### src/rtl/rto_write_arbiter.sv
// rto_write_arbiter
// Shares the single write port of the RTO core FIFO among NUM_REQ requesters.
// A round-robin arbiter grants at most one requester per cycle. The accepted
// word goes through a one-word output stage and is written one cycle later.
// Words whose timestamp runs backwards are dropped and flag a sticky error.
// A flush request drains the output stage and then pulses fifo_flush.
//
// Ports
//   clk          sole clock
//   reset        asynchronous, active-high reset
//   req_valid    per-requester word valid
//   req_data     requester i at [i*DATA_WIDTH +: DATA_WIDTH]
//   req_ready    per-requester accept (combinational)
//   flush_req    single-cycle flush request
//   err_clear    single-cycle clear of the sticky timestamp error
//   fifo_full    RTO core almost-full (at least one word of margin)
//   fifo_write   one-cycle write strobe
//   fifo_din     written word, held while fifo_write is low
//   fifo_flush   one-cycle flush strobe
//   flush_done   one-cycle pulse, coincident with fifo_flush
//   ts_error     sticky timestamp-order error
//   ts_error_id  requester that caused the first error
//   word_count   number of words written, wraps at 2^32
module rto_write_arbiter #(
  parameter int NUM_REQ    = 4,
  parameter int DATA_WIDTH = 128,
  parameter int TS_LSB     = 64,
  parameter int REQ_ID_LEN = 2
) (
  input  logic                          clk,
  input  logic                          reset,
  input  logic [NUM_REQ-1:0]            req_valid,
  input  logic [NUM_REQ*DATA_WIDTH-1:0] req_data,
  output logic [NUM_REQ-1:0]            req_ready,
  input  logic                          flush_req,
  input  logic                          err_clear,
  input  logic                          fifo_full,
  output logic                          fifo_write,
  output logic [DATA_WIDTH-1:0]         fifo_din,
  output logic                          fifo_flush,
  output logic                          flush_done,
  output logic                          ts_error,
  output logic [REQ_ID_LEN-1:0]         ts_error_id,
  output logic [31:0]                   word_count
);

  typedef enum logic [1:0] {
    ARB         = 2'd0,
    FLUSH_DRAIN = 2'd1,
    FLUSH_PULSE = 2'd2
  } state_t;

  state_t                  state_r;
  logic [REQ_ID_LEN-1:0]   last_grant_r;
  logic [63:0]             last_ts_r;
  logic [31:0]             word_count_r;

  logic [REQ_ID_LEN-1:0]   cand_s;
  logic [REQ_ID_LEN-1:0]   win_idx_s;
  logic                    win_found_s;
  logic [DATA_WIDTH-1:0]   win_data_s;
  logic [63:0]             win_ts_s;
  logic                    xfer_s;
  logic                    ts_bad_s;

  assign word_count = word_count_r;

  // Round-robin search: first valid requester after last_grant, wrapping.
  always_comb begin
    win_idx_s   = {REQ_ID_LEN{1'b0}};
    win_found_s = 1'b0;
    cand_s      = {REQ_ID_LEN{1'b0}};
    for (int k = 1; k <= NUM_REQ; k++) begin
      cand_s = REQ_ID_LEN'((int'(last_grant_r) + k) % NUM_REQ);
      if (!win_found_s && req_valid[cand_s]) begin
        win_found_s = 1'b1;
        win_idx_s   = cand_s;
      end else begin
        win_found_s = win_found_s;
      end
    end
  end

  // Grant only in ARB with FIFO margin; reset forces all readies low.
  always_comb begin
    req_ready = {NUM_REQ{1'b0}};
    if (!reset && (state_r == ARB) && !fifo_full && win_found_s) begin
      req_ready[win_idx_s] = 1'b1;
    end else begin
      req_ready = {NUM_REQ{1'b0}};
    end
  end

  // Select the winner's data word.
  always_comb begin
    win_data_s = {DATA_WIDTH{1'b0}};
    for (int i = 0; i < NUM_REQ; i++) begin
      if (win_idx_s == REQ_ID_LEN'(i)) begin
        win_data_s = req_data[i*DATA_WIDTH +: DATA_WIDTH];
      end else begin
        win_data_s = win_data_s;
      end
    end
  end

  assign win_ts_s = win_data_s[TS_LSB +: 64];
  assign xfer_s   = |(req_valid & req_ready);
  // Equal timestamps are legal; only a strictly older one is rejected.
  assign ts_bad_s = xfer_s && (win_ts_s < last_ts_r);

  // Arbiter state, output stage, timestamp checker and flush sequencing.
  always_ff @(posedge clk or posedge reset) begin
    if (reset) begin
      state_r      <= ARB;
      last_grant_r <= REQ_ID_LEN'(NUM_REQ - 1);
      last_ts_r    <= 64'd0;
      word_count_r <= 32'd0;
      fifo_write   <= 1'b0;
      fifo_din     <= {DATA_WIDTH{1'b0}};
      fifo_flush   <= 1'b0;
      flush_done   <= 1'b0;
      ts_error     <= 1'b0;
      ts_error_id  <= {REQ_ID_LEN{1'b0}};
    end else begin
      fifo_write <= 1'b0;
      fifo_flush <= 1'b0;
      flush_done <= 1'b0;

      if (xfer_s) begin
        last_grant_r <= win_idx_s;
        if (!ts_bad_s) begin
          fifo_write   <= 1'b1;
          fifo_din     <= win_data_s;
          last_ts_r    <= win_ts_s;
          word_count_r <= word_count_r + 32'd1;
        end
      end

      // A fresh error beats a simultaneous clear and re-captures the id.
      if (ts_bad_s) begin
        ts_error <= 1'b1;
        if (!ts_error || err_clear) begin
          ts_error_id <= win_idx_s;
        end
      end else if (err_clear) begin
        ts_error    <= 1'b0;
        ts_error_id <= {REQ_ID_LEN{1'b0}};
      end

      // No grants outside ARB, so the drain cycle empties the output stage.
      case (state_r)
        ARB: begin
          if (flush_req) begin
            state_r <= FLUSH_DRAIN;
          end
        end
        FLUSH_DRAIN: begin
          state_r     <= FLUSH_PULSE;
          fifo_flush  <= 1'b1;
          flush_done  <= 1'b1;
          last_ts_r   <= 64'd0;
          ts_error    <= 1'b0;
          ts_error_id <= {REQ_ID_LEN{1'b0}};
        end
        FLUSH_PULSE: begin
          state_r <= ARB;
        end
        default: begin
          state_r <= ARB;
        end
      endcase
    end
  end

endmodule
### config.mk
export PLATFORM = sky130hd
export DESIGN_NAME = rto_write_arbiter
export DESIGN_NICKNAME = d
export VERILOG_FILES = /design/src/rtl/rto_write_arbiter.sv
export SDC_FILE = /design/constraint.sdc
export NUM_CORES = 1
export LEC_CHECK = 0
export ABC_AREA = 1
export BUFFER_PORTS_ARGS = -buffer_cell sky130_fd_sc_hd__buf_2
export CAP_MARGIN = 15
export CORE_AREA = 3 3 267 269
export CTS_CLUSTER_SIZE = 12
export DETAILED_ROUTE_END_ITERATION = 6
export DIE_AREA = 0 0 270 272
export GPL_ROUTABILITY_DRIVEN = 1
export SLEW_MARGIN = 30
export SYNTH_ARGS = -nofsm -noshare
export SYNTH_HDL_FRONTEND = slang
export SYNTH_SLANG_ARGS = --single-unit
export TNS_END_PERCENT = 30
### constraint.sdc
create_clock -name clk -period 7.4 [get_ports clk]
set_clock_uncertainty 0.05 [all_clocks]
set_input_delay 0.37 -clock clk [delete_from_list [all_inputs] [get_ports clk]]
set_output_delay 0.37 -clock clk [all_outputs]
set_load 0.05 [all_outputs]
==> summary.md <==
| Metric | Value |
|---|---|
| Status | finished clean |
| DRT Pass-1 Iters | 7 |
| Final WS setup | 1690 ps |
| TritonCTS Buffers | 30 |
| DP HPWL | approximately 50,000 um |
| Routed WL | 64,200 um |
| Max Cap Viol | 0 |
| Initial Util | 0.206 |
| Syn Inst Count | 1,968 |
| Die Span Y | 272 um |
| P&R area growth vs syn | 38.7% |
| Total GRT Usage | 0.166 |
| Yosys cell types | 40 |
| Worst Tran Pin Value | 928 ps |
| Fin nets | 3,193 |
| Total congestion overflow | 0 |
| Post-synthesis sequential area ratio | 0.412 |
| Resize count post-CTS | 0 |
| Vias | 16,074 |
| Most frequent cells in the layout | nand2_1 (795), buf_2 (690), dfrtp_1 (231) |
| Most common cell after layout, fill and taps aside | nand2_1 |
| Finish-stage setup viols | 0 |
| Buffer count from post-CTS setup fixing | 0 |
| Crit path DAT | 6110 ps |
| Startpoint types | flip-flop |
| I/O Pins | a little under 700 |
| Detail Route Antenna Nets | 0 |
| Row cnt | 96 |
| GPL Wtd Cong | 0.955 |
| Endpoint class of the critical path | flip-flop |
| Fin. Hold Viols | 0 |
| Dpl ws | 1750 ps |
| Main synth FF type | dfrtp_1 |
| Placed cell count | 3,502 |
| Setup CP Type | flip-flop to flip-flop |
| First-pass GRT wire length | 95,100 um |
| Slew Limit Fails | 0 |
| Vias in the first global route | 15,569 |
| RSZ-0062 raised after global routing | false |
| Max Fanout on Critical Path | 62 |
| Net count after synthesis | 2,553 |
| Total clock sinks | 233 |
| Slowest CP cell | a21oi_1 |
| DR vias/cell | 4.51 |
| Initial DRC count | 1,148 |
| Fin Setup TNS | 0 ps |
| Fin cells | 3,564 |
| FMAX | 175 MHz |
| Clk_lat worst skew | between 500 and 600 ps |
| Post-synth EDFFs | 0 |
| Post-route DRC | 0 |
| Yosys warns | 0 |
| CTS root buffer | clkbuf_16 |
| CP required | 7800 ps |
| CTS max path bufs | 3 |
| Seq cells post-synth | 233 |
| Chip Width | 270 um |
| Post-route minimum period | approximately 5700 ps |
| CTS tree | done |
| Layout cells sized above 1 | 0.299 |
| Cell-by-cell trace of the critical path | inv_2, nand2_1, nand2_1, nand2_1, nand2_2, inv_1, nand2_1, nand2_1, nand2_1, nor2_4, buf_4, o21ai_0, a21oi_1, ha_1, nand4_1, nor3_1, nand2_1, nor4b_1, nand2_2, nand2_1, nand2_8, buf_4, o21ai_0, nand2_1 |
| H-tree depth | 1 |
| Pin count of the biggest net entering global routing | 127 |
| Core Area | 0.0688 mm2 |
| Clk pin slew, worst setup/hold paths | 60 ps |
| Mapped Avg Cell Area | a little over 7 um2 |
| Crit path top cell by count | nand2_1 |
| Average wire per cell in the routed design | 18.0 um |
| Antenna violations before repair | 5 |
| Mapped Area | 0.0142 mm2 |
| Asr flop ratio synth | 1.00 |
| Tcrit/Tclk final | 0.771 |
| I/O Buffers | 690 |
| CP peak stage delay | approximately 740 ps |
| Full die area | approximately 0.073 mm2 |
| Hold Crit Class | input port to flip-flop |
| Worst slew margin | 0.382 |
[metrics by stage]
stage	util	hold WS (ps)	area (um2)
6_report	0.285	55.8	19600
5_1_grt	0.285	15.6	19600
4_1_cts	0.285	3.05	19600
3_5_place_dp	0.270	388	18600
3_3_place_gp	0.269	387	18500
2_1_floorplan	-	365	14200
[cells in the mapped netlist (all sizes together), types with 21 or more instances]
cell	number	area [um2]
a21oi	99	507
a221oi	36	315
buf	44	278
clkbuf	67	253
dfrtp	231	5780
ha	64	801
inv	114	428
nand2	801	3020
nand3	129	668
nor2	87	344
nor3	21	105
o21ai	166	835
o22ai	24	150
[final timing paths]
check / from / end / cells past startpoint / slack, ps
max: last_grant_r[0] / word_count[7] / 24 / 1690
min: req_data[413] / fifo_din[29] / 3 / 60
max reg2reg: last_grant_r[0] / word_count[7] / 24 / 1690
min reg2reg: state_r[1] / state_r[1] / 1 / 410
max in group asynchronous: reset / fifo_din[46] / 4 / 5630
min in group asynchronous: reset / flush_done / 3 / 400
[state kept, by name, summed over array words and instances (netlist names)]
signal and cells:
word_count 32, fifo_din 128, ts_error_id 2, fifo_write 1, last_ts_r 64, flush_done 1
state_r 2, ts_error 1, last_grant_r 2
[area by class of cell]
type,instances,area (um2)
repair buffers,719,3780
multi-input cells,1510,7400
fillers,7628,49200
flip-flops and latches,233,5830
clock buffers,46,922
diodes,3,7.51
well taps,931,1160
inverters,114,438
clock inverters,8,90.1
[metal layers]
| metal | global-route usage | share of wire | vias up |
|---|---|---|---|
| li1 | - | - | 7798 |
| met1 | 0.220 | 0.44 | 7504 |
| met2 | 0.270 | 0.46 | 657 |
| met3 | 0.0345 | 0.069 | 109 |
| met4 | 0.0495 | 0.033 | 6 |
| met5 | 0 | 0.00075 | - |
[what timing repair did]
action / in CTS / in global routing
hold buffers: 5 / 0
setup endpoints to repair: 0 / 0
hold endpoints to repair: 109 / 0
[critical path: cells and delay by family (launching register included)]
family,cells,cell delay [ps]
adders and majority gates,1,250
AOI/OAI and AO/OA,3,1100
and+or+nand+nor,16,2300
buffers and inverters,4,1110
DFF,1,640
[kinds of logic (layout without fill, tap and decap cells)]
group                      Yosys count  after routing  share of synthesized area
DFF                                233            233                      0.412
xor gates and xnor gates            22             22                     0.0136
buffers and inverters              225            887                     0.0677
and+or+nand+nor                   1067           1067                      0.305
adders and majority gates           64             64                     0.0566
other                                0              3                          0
AOI/OAI and AO/OA                  357            357                      0.145
Power is not shown: default switching activity piles up to over one toggle a cycle in this logic, so the estimate is an artifact.
